[src/rtl/riscv_pkg.sv]
// Shared RISC-V definitions: load/store size codes, LSU state encoding, access helpers.
// Latency: n/a (types and pure functions only).
// Backpressure: n/a.
package riscv_pkg;

    // funct3 size codes, shared with the core decoder
    localparam logic [2:0] LDST_B  = 3'd0;
    localparam logic [2:0] LDST_H  = 3'd1;
    localparam logic [2:0] LDST_W  = 3'd2;
    localparam logic [2:0] LDST_BU = 3'd4;
    localparam logic [2:0] LDST_HU = 3'd5;

    typedef enum logic [1:0] {
        LSU_IDLE = 2'd0,
        LSU_REQ  = 2'd1,
        LSU_DONE = 2'd2
    } lsu_state_t;

    // Illegal size codes and misaligned halfword/word accesses never reach memory
    function automatic logic lsu_access_err(input logic [2:0] size, input logic [1:0] off);
        logic err;
        case (size)
            LDST_B, LDST_BU: err = 1'b0;
            LDST_H, LDST_HU: err = off[0];
            LDST_W:          err = (off != 2'd0);
            default:         err = 1'b1;
        endcase
        return err;
    endfunction

    // Byte lanes touched by an access; loads use the same encoding as stores
    function automatic logic [3:0] lsu_byte_en(input logic [2:0] size, input logic [1:0] off);
        logic [3:0] be;
        case (size)
            LDST_B, LDST_BU: be = 4'b0001 << off;
            LDST_H, LDST_HU: be = 4'b0011 << off;
            LDST_W:          be = 4'b1111;
            default:         be = 4'b0000;
        endcase
        return be;
    endfunction

    // Store data copied to every lane so the byte enables alone pick the target bytes
    function automatic logic [31:0] lsu_store_rep(input logic [1:0] size_lo, input logic [31:0] wd);
        logic [31:0] rep;
        case (size_lo)
            2'd0:    rep = {4{wd[7:0]}};
            2'd1:    rep = {2{wd[15:0]}};
            default: rep = wd;
        endcase
        return rep;
    endfunction

endpackage

[src/rtl/riscv_lsu_if.sv]
// Word-wide data-memory bus between the LSU (master) and memory (slave).
// Latency: n/a (signal bundle only).
// Backpressure: memory holds ready low to stretch an access; master keeps request fields stable.
interface riscv_lsu_if;
    logic        req;
    logic        we;
    logic [3:0]  be;
    logic [31:0] addr;
    logic [31:0] wd;
    logic [31:0] rd;
    logic        ready;

    modport master (output req, we, be, addr, wd, input rd, ready);
    modport slave  (input req, we, be, addr, wd, output rd, ready);
endinterface

[src/rtl/riscv_lsu_load_ext.sv]
// Load lane select plus sign/zero extension of a memory read word.
// Latency: combinational.
// Backpressure: none.
module lsu_load_ext
    import riscv_pkg::*;
(
    input  logic [2:0]  size,
    input  logic [1:0]  off,
    input  logic [31:0] word,
    output logic [31:0] result
);

    logic [31:0] shifted;

    // Shift the addressed lane down to bit 0, then extend according to the size code
    always_comb begin
        shifted = word >> {off, 3'b000};
        result  = 32'd0;
        case (size)
            LDST_B:  result = {{24{shifted[7]}}, shifted[7:0]};
            LDST_BU: result = {24'd0, shifted[7:0]};
            LDST_H:  result = {{16{shifted[15]}}, shifted[15:0]};
            LDST_HU: result = {16'd0, shifted[15:0]};
            LDST_W:  result = shifted;
            default: result = 32'd0;
        endcase
    end

endmodule

[src/rtl/riscv_lsu.sv]
// Load/store unit: latches a core access, drives the data-memory bus, returns extended load data.
// Latency: 3 cycles with zero memory wait states (IDLE->REQ->DONE), 2 cycles for an error access.
// Backpressure: each cycle with mem ready low extends REQ and the core stall by one cycle.
module riscv_lsu
    import riscv_pkg::*;
(
    input  logic               clk_i,
    input  logic               rst_ni,
    input  logic               core_req_i,
    input  logic               core_we_i,
    input  logic [2:0]         core_size_i,
    input  logic [31:0]        core_addr_i,
    input  logic [31:0]        core_wd_i,
    output logic [31:0]        core_rd_o,
    output logic               core_stall_o,
    output logic               core_err_o,
    riscv_lsu_if.master        mem
);

    lsu_state_t  state;
    logic [31:0] addr_q;
    logic [2:0]  size_q;
    logic        mem_req_q;
    logic        mem_we_q;
    logic [3:0]  mem_be_q;
    logic [31:0] mem_wd_q;
    logic        err_q;
    logic [31:0] rd_q;
    logic [31:0] ld_result;

    lsu_load_ext u_load_ext (
        .size   (size_q),
        .off    (addr_q[1:0]),
        .word   (mem.rd),
        .result (ld_result)
    );

    // Access FSM; bus outputs are registered so only REQ shows a live request
    always_ff @(posedge clk_i or negedge rst_ni) begin
        if (!rst_ni) begin
            state     <= LSU_IDLE;
            addr_q    <= 32'd0;
            size_q    <= 3'd0;
            mem_req_q <= 1'b0;
            mem_we_q  <= 1'b0;
            mem_be_q  <= 4'd0;
            mem_wd_q  <= 32'd0;
            err_q     <= 1'b0;
            rd_q      <= 32'd0;
        end else begin
            case (state)
                LSU_IDLE: begin
                    if (core_req_i) begin
                        addr_q   <= core_addr_i;
                        size_q   <= core_size_i;
                        mem_wd_q <= lsu_store_rep(core_size_i[1:0], core_wd_i);
                        if (lsu_access_err(core_size_i, core_addr_i[1:0])) begin
                            err_q <= 1'b1;
                            rd_q  <= 32'd0;
                            state <= LSU_DONE;
                        end else begin
                            mem_req_q <= 1'b1;
                            mem_we_q  <= core_we_i;
                            mem_be_q  <= lsu_byte_en(core_size_i, core_addr_i[1:0]);
                            state     <= LSU_REQ;
                        end
                    end
                end
                LSU_REQ: begin
                    // Dropping core_req_i here does not abort: the access runs to completion
                    if (mem.ready) begin
                        mem_req_q <= 1'b0;
                        mem_we_q  <= 1'b0;
                        mem_be_q  <= 4'd0;
                        rd_q      <= ld_result;
                        state     <= LSU_DONE;
                    end
                end
                LSU_DONE: begin
                    err_q <= 1'b0;
                    state <= LSU_IDLE;
                end
                default: begin
                    mem_req_q <= 1'b0;
                    mem_we_q  <= 1'b0;
                    mem_be_q  <= 4'd0;
                    err_q     <= 1'b0;
                    state     <= LSU_IDLE;
                end
            endcase
        end
    end

    // Core sees a stall for every requesting cycle except the completion cycle
    always_comb begin
        core_stall_o = core_req_i & (state != LSU_DONE);
    end

    assign core_rd_o  = rd_q;
    assign core_err_o = err_q;

    assign mem.req  = mem_req_q;
    assign mem.we   = mem_we_q;
    assign mem.be   = mem_be_q;
    assign mem.addr = {addr_q[31:2], 2'b00};
    assign mem.wd   = mem_wd_q;

endmodule

[src/flat_wrapper.sv]
// flat-port wrapper written by rule: the top's interface ports become plain ports
module riscv_lsu_flat import riscv_pkg::*;
  (clk_i, rst_ni, core_req_i, core_we_i, core_size_i, core_addr_i, core_wd_i, core_rd_o, core_stall_o, core_err_o, mem_req, mem_we, mem_be, mem_addr, mem_wd, mem_rd, mem_ready);
  riscv_lsu_if mem_i ();
  input  logic clk_i;
  input  logic rst_ni;
  input  logic core_req_i;
  input  logic core_we_i;
  input  logic [2:0] core_size_i;
  input  logic [31:0] core_addr_i;
  input  logic [31:0] core_wd_i;
  output logic [31:0] core_rd_o;
  output logic core_stall_o;
  output logic core_err_o;
  output wire logic [$bits(mem_i.req)-1:0] mem_req;
  output wire logic [$bits(mem_i.we)-1:0] mem_we;
  output wire logic [$bits(mem_i.be)-1:0] mem_be;
  output wire logic [$bits(mem_i.addr)-1:0] mem_addr;
  output wire logic [$bits(mem_i.wd)-1:0] mem_wd;
  input wire logic [$bits(mem_i.rd)-1:0] mem_rd;
  input wire logic [$bits(mem_i.ready)-1:0] mem_ready;
  assign mem_req = mem_i.req;
  assign mem_we = mem_i.we;
  assign mem_be = mem_i.be;
  assign mem_addr = mem_i.addr;
  assign mem_wd = mem_i.wd;
  assign mem_i.rd = mem_rd;
  assign mem_i.ready = mem_ready;
  riscv_lsu u_core (.clk_i(clk_i), .rst_ni(rst_ni), .core_req_i(core_req_i), .core_we_i(core_we_i), .core_size_i(core_size_i), .core_addr_i(core_addr_i), .core_wd_i(core_wd_i), .core_rd_o(core_rd_o), .core_stall_o(core_stall_o), .core_err_o(core_err_o), .mem(mem_i));
endmodule
[config.mk]
export PLATFORM = sky130hd
export DESIGN_NAME = riscv_lsu_flat
export DESIGN_NICKNAME = d
export VERILOG_FILES = /design/src/rtl/riscv_pkg.sv /design/src/rtl/riscv_lsu_if.sv /design/src/rtl/riscv_lsu_load_ext.sv /design/src/rtl/riscv_lsu.sv /design/src/flat_wrapper.sv
export SDC_FILE = /design/constraint.sdc
export NUM_CORES = 1
export LEC_CHECK = 0
export BUFFER_PORTS_ARGS = -buffer_cell sky130_fd_sc_hd__buf_4
export CORE_MARGIN = 4
export CORE_UTILIZATION = 50
export CTS_BUF_LIST = sky130_fd_sc_hd__clkbuf_8
export DETAILED_ROUTE_END_ITERATION = 8
export GPL_ROUTABILITY_DRIVEN = 0
export GPL_TIMING_DRIVEN = 0
export PLACE_DENSITY = 0.82
export SYNTH_ARGS = -nofsm -noshare
export SYNTH_HDL_FRONTEND = slang
export SYNTH_SLANG_ARGS = --single-unit
[constraint.sdc]
create_clock -name clk_i -period 1.9 [get_ports clk_i]
set_input_delay 0.19 -clock clk_i [delete_from_list [all_inputs] [get_ports clk_i]]
set_output_delay 0.19 -clock clk_i [all_outputs]
set_load 0.05 [all_outputs]
; ---- Yosys cells after proc, flatten, opt, wreduce, memory -nomap -nowiden
; Cells that the tools add are included.
; W data, S select, Z words.
[classes]
shift = 3
mux = 28
n_bitwise = 3
reduce_logical = 13
eq_ne = 16
[ops]
columns = operator, count
row1 = $pmux W32 S5, 1
row2 = $pmux W32 S2, 2
row3 = $mux W32, 3
row4 = $shr A32 B5 Y32, 1
row5 = $pmux W4 S3, 2
row6 = $eq A3 B3 Y1 const B, 4
row7 = $mux W4, 3
row8 = $mux W1, 9
row9 = $pmux W1 S3, 3
row10 = $ne A2 B2 Y1 const B, 4
row11 = $reduce_and A4 Y1, 2
row12 = $eq A3 B1 Y1 const B, 2
row13 = $eq A3 B2 Y1 const B, 2
row14 = $logic_not A3 Y1, 2
row15 = $mux W2, 3
row16 = $eq A2 B1 Y1 const B, 2
row17 = $logic_not A2 Y1, 2
row18 = $pmux W2 S2, 1
row19 = $reduce_and A2 Y1, 2
row20 = $reduce_bool A2 Y1, 2
row21 = $reduce_or A2 Y1, 2
row22 = $shl A1 B2 Y4 const A, 1
row23 = $shl A2 B2 Y4 const A, 1
row24 = $reduce_and A3 Y1, 1
row25 = 5 further kinds, 6
[word_totals]
inputBits = 104
register_bits = 108
word_cells = 72
output_inout_bits = 104

; ---- Logic depth before layout (Yosys ltp)
[logic_depth]
ltp_word = 8
mapped_depth = 6
depth_no_buf = 4

; ---- Hierarchy
; A second synthesis with hierarchy kept.
[unflattened]
cells_unflattened = 620
hier_area_um2 = 5875.6
[modules_own_cells]
columns = module, seq_area_each_um2, area_each_um2, instances, cells_per_inst
row1 = riscv_lsu, 2702.6, 4958.5, 1, 505
row2 = lsu_load_ext, 0.0, 917.1, 1, 115

; ---- Worst setup path before layout
; Ideal clock, no wire load.
[synth_path]
kind = reg-to-output
start = register u_core.state[0]
end = output port core_stall_o
arrival_ns = 1.614
path_buffers = 0
path_slack_ns = 0.096
path_stages_with_launch = 3
t_required_ns = 1.710
path_cell_list = dfrtp_1 inv_1 a21boi_0
[synth_between]
elab_chain_cells = 2
[synth_rtl]
columns = element, line
row1 = "start, declared", riscv_lsu.sv:20  ; lsu_state_t state;
row2 = "start signal, assigned", riscv_lsu.sv:41  ; state <= LSU_IDLE;
row3 = "start signal, assigned", riscv_lsu.sv:60  ; state <= LSU_DONE;
row4 = "start signal, assigned", riscv_lsu.sv:65  ; state <= LSU_REQ;
row5 = $ne A2 B2 Y1, riscv_lsu.sv:96  ; core_stall_o = core_req_i & (state != LSU_DONE);
row6 = $and A1 B1 Y1, riscv_lsu.sv:96
row7 = "end, declared", flat_wrapper.sv:13  ; output logic core_stall_o;
; No other way between the ends.

; ---- Final worst setup path
[layout_path]
start = register u_core.addr_q[0]
end = register u_core.rd_q[29], in the netlist u_core.core_rd_o[29]
[layout_between]
elab_chain_cells = 4
[layout_rtl]
columns = element, line
row1 = "start, declared", riscv_lsu.sv:21  ; logic [31:0] addr_q;
row2 = "start signal, assigned", riscv_lsu.sv:54  ; addr_q <= core_addr_i;
row3 = $shr A32 B5 Y32, riscv_lsu_load_ext.sv:17  ; shifted = word >> {off, 3'b000};
row4 = $pmux W32 S5, riscv_lsu_load_ext.sv:19  ; case (size)
row5 = $mux W32, riscv_lsu.sv:71  ; if (mem.ready) begin
row6 = $pmux W32 S2, riscv_lsu.sv:51  ; case (state)
row7 = "end signal, assigned", riscv_lsu.sv:75  ; rd_q <= ld_result;
row8 = "end, declared", riscv_lsu.sv:28  ; logic [31:0] rd_q;
; No other way between the ends. The select of a mux whose other input is x is not followed.
; A chain may end at the register's enable or synchronous reset.

==> summary.txt <==
Synthesis
  • FF+latch count, synth: roughly 110
  • Area of the mapped netlist: about 0.0053 mm²
  • Sequential share of the synthesized area: around 51%
  • Most frequent cell after synthesis: sky130_fd_sc_hd__nand2_1
  • Yosys synthesis warning count: 0
  • Portion of synthesized cell area occupied by the leading cell type: 50.94%
  • Share of flip-flops with an asynchronous set or reset: between 90% and 100%
  • Number of enable-type register cells in the synthesized netlist: 0
  • Synthesized area per cell: ~9.7 µm²
  • Synthesized netlist cell count: roughly 550
  • Commonest cells in the synthesized netlist: sky130_fd_sc_hd__nand2_1 (161), sky130_fd_sc_hd__dfrtp_1 (108), sky130_fd_sc_hd__mux2i_1 (50)
  • Top cells by area, synth: sky130_fd_sc_hd__dfrtp_1 (51%), sky130_fd_sc_hd__nand2_1 (11%), sky130_fd_sc_hd__mux2i_1 (9.4%), sky130_fd_sc_hd__buf_4 (5.1%), sky130_fd_sc_hd__nor2_1 (2.8%)
  • Count of cell types in the netlist: 42
  • Cell taking the most area after synthesis: sky130_fd_sc_hd__dfrtp_1
  • Most used flip-flop cell after synthesis: sky130_fd_sc_hd__dfrtp_1

Routing
  • DRC violations left: 0
  • Total number of vias: roughly 4.9k
  • Met2 wire len: ~7600 µm
  • Drt wl/cell: about 17 µm
  • Met1 wire length: 6049 µm
  • DR iter-0 viols: roughly 360
  • ANT nets after route: 0
  • Number of vias per cell: 5.348
  • First-pass iteration count of the detailed router: 5
  • Length of routed met3 wiring: about 1700 µm
  • Top sig layer: met4
  • Detailed Route WL: roughly 16000 µm

Clock tree
  • Maximum level of the CTS H-tree: 3
  • Maximum clock path buffer count: 2
  • Clock input transition at the sequential cells of the worst setup and hold paths: 100 ps
  • Root buffer cell: sky130_fd_sc_hd__clkbuf_8
  • Insertion delay of the later-clocked pin in the worst-skew pair: 360 ps
  • TritonCTS Buffers: 9
  • Clock sink total: between 100 and 150
  • CTS tree: done

STA
  • Slew Limit Fails: 0
  • Setup total negative slack: 0 ps
  • Final count of negative-setup-slack endpoints: 0
  • Hold slack: 12.81 ps
  • Count of final hold-check violations: 0
  • Worst Max-Slew Pin Slew: 723.5 ps
  • Max Clk Rate: around 560 MHz
  • Share of the cycle needed by the critical path after routing: 93.97%
  • Final setup slack of the worst path: around 110 ps
  • Worst-case clock skew: 6.361 ps
  • Slew headroom: between 50% and 60%
  • Tmin final: 1786 ps
  • Setup repair after global routing missed its margin: false

Power
  • Power Internal: roughly 5.3 mW
  • Net switching power: ~4.8 mW
  • Clk pwr share: 12.9%
  • Leakage power summed over all cells: between 3 and 4 nW
  • PD cells: between 1000 and 1500 mW/mm²
  • Overall power: 10.05 mW
  • Combinational cell fraction of total power: a little over half
  • Worst vdd ir: a little over 800 µV
  • Sequential Power Share: roughly 33%
  • Sw Ratio: 47.53%

Worst setup path
  • Arrival @ worst endpoint: approximately 2100 ps
  • Worst reg2reg path startpoint: u_core.addr_q[0]
  • Maximum net fanout on the critical path: 10
  • Critical Path Sink Type: flop
  • Critical Path Source Type: flop
  • CP Launch Point: u_core.addr_q[0]
  • Class of the most critical setup path: flop to flop
  • Worst EP required: roughly 2200 ps

Run
  • Max_cap viols: 0

Placed design
  • Number of buffers inserted by port buffering: 202
  • Cell area after placement: 0.006995 mm²
  • Final HPWL from detailed placement: ~12000 µm
  • Worst slack at placement: 70.21 ps

Die
  • Chip width: roughly 110 µm
  • Starting utilization of the core area: just over 50%
  • Chip height: 111.0 µm
  • Standard-cell rows: 37
  • I/O pin count: between 200 and 250
  • Core region area: a little over 0.01 mm²
  • Total die area: 0.01232 mm²

Global routing
  • Global-route congestion overflow total: 0
  • Global-route wire length before repair: around 26000 µm
  • Initial antenna violation count: 0
  • Total track usage: between 20% and 30%
  • Maximum number of pins on one net before global-route repair: roughly 110
  • Vias in the first global route: between 5k and 6k

Cells and area
  • Syn-to-layout area delta: 36.67%
  • Antenna Diode Count: 0
  • Number of nets in the layout: a little under 900
  • Fill cells: 800
  • Layout cells sized above 1: around two fifths
  • Post-route cell area: around 0.0073 mm²

Hold path
  • Hold Crit Class: input port to flop
  • Startpoint of the lowest-slack hold path: core_addr_i[18]

Run status
  • Status: finished clean
## through the flow
| step | std cells | utilization [%] |
|---|---|---|
| after floorplan | 548 | - |
| after global placement | 886 | 67.76 |
| after detailed placement | 886 | 67.76 |
| after CTS | 905 | 69.77 |
| after global routing | 907 | 70.23 |
| final | 907 | 70.23 |
## critical path, stage by stage (launching register included)
cell,delay (ps)
sky130_fd_sc_hd__dfrtp_1,420
sky130_fd_sc_hd__buf_8,170
sky130_fd_sc_hd__mux2_2,380
sky130_fd_sc_hd__a211oi_4,420
sky130_fd_sc_hd__buf_6,220
sky130_fd_sc_hd__a221o_2,120
## final timing paths
kind,depth (start not counted),slack [ps],end
max reg2reg,5,110,u_core.core_rd_o[29]
min in group asynchronous,2,170,u_core.core_rd_o[26]
min reg2reg,2,490,u_core.addr_q[30]
max in group asynchronous,3,1060,u_core.mem.be[2]
max,5,110,u_core.core_rd_o[29]
min,3,10,u_core.addr_q[18]
## state kept, by name, summed over array words and instances, names as in the netlist
signal and flops:
u_core.mem.we 1, u_core.core_err_o 1, u_core.core_rd_o 32, u_core.mem.be 4
u_core.addr_q 32, u_core.size_q 3, u_core.state 2, u_core.mem.wd 32
u_core.mem.req 1
## power groups by stage
stage	clock network (mW)	registers, mW	logic, mW
3_5_place_dp	0	3.38	5.40
3_3_place_gp	0	3.35	5.32
2_1_floorplan	0	4.82	2.25
5_1_grt	1.43	3.44	5.72
4_1_cts	1.33	3.34	5.42
6_report	1.30	3.35	5.40
## cells in the final DEF, fill, tap and decap left out, types with 10 or more instances in the layout
master                     netlist  routed
sky130_fd_sc_hd__a21oi_1        27      27
sky130_fd_sc_hd__buf_2          10      10
sky130_fd_sc_hd__buf_4          36     237
sky130_fd_sc_hd__clkbuf_1       15      15
sky130_fd_sc_hd__clkbuf_8        0      10
sky130_fd_sc_hd__dfrtp_1       108     108
sky130_fd_sc_hd__mux2i_1        50      50
sky130_fd_sc_hd__nand2_1       161     161
sky130_fd_sc_hd__nor2_1         40      40
sky130_fd_sc_hd__o21ai_0        20      20
## kinds of logic (layout without fill, tap and decap cells)
kind of cell | Yosys count | count (layout) | share of synthesized area, %
and+or+nand+nor | 219 | 219 | 17.12
DFF | 108 | 108 | 50.94
AOI/OAI and AO/OA | 95 | 95 | 13.35
buffers and inverters | 70 | 293 | 8.231
muxes | 54 | 54 | 10.28
other | 1 | 2 | 0.07069
## cell type report
class	instances	area [µm²]	share of cell area [%]
buffer	65	417.9	5.764
inverter	5	18.77	0.2588
clock buffer	10	137.6	1.898
tap	136	170.2	2.347
sequential	108	2703	37.27
timing repair buffer	207	1588	21.90
clock inverter	6	40.04	0.5522
multi-input combinational	370	2176	30.01
## routing by layer
layer  vias up  GRT usage (%)
li1       2250              -
met4         0          9.688
met3        28          8.570
met1      2324          31.69
met5         -              0
met2       249          43.33
## repair_timing
item,CTS,global route
setup endpoints to repair,0,35
setup buffers,0,0
hold buffers,3,1
endpoints found under the hold margin,3,108
resized for setup,0,1
No activity file was read; power rests on OpenSTA's default activity.
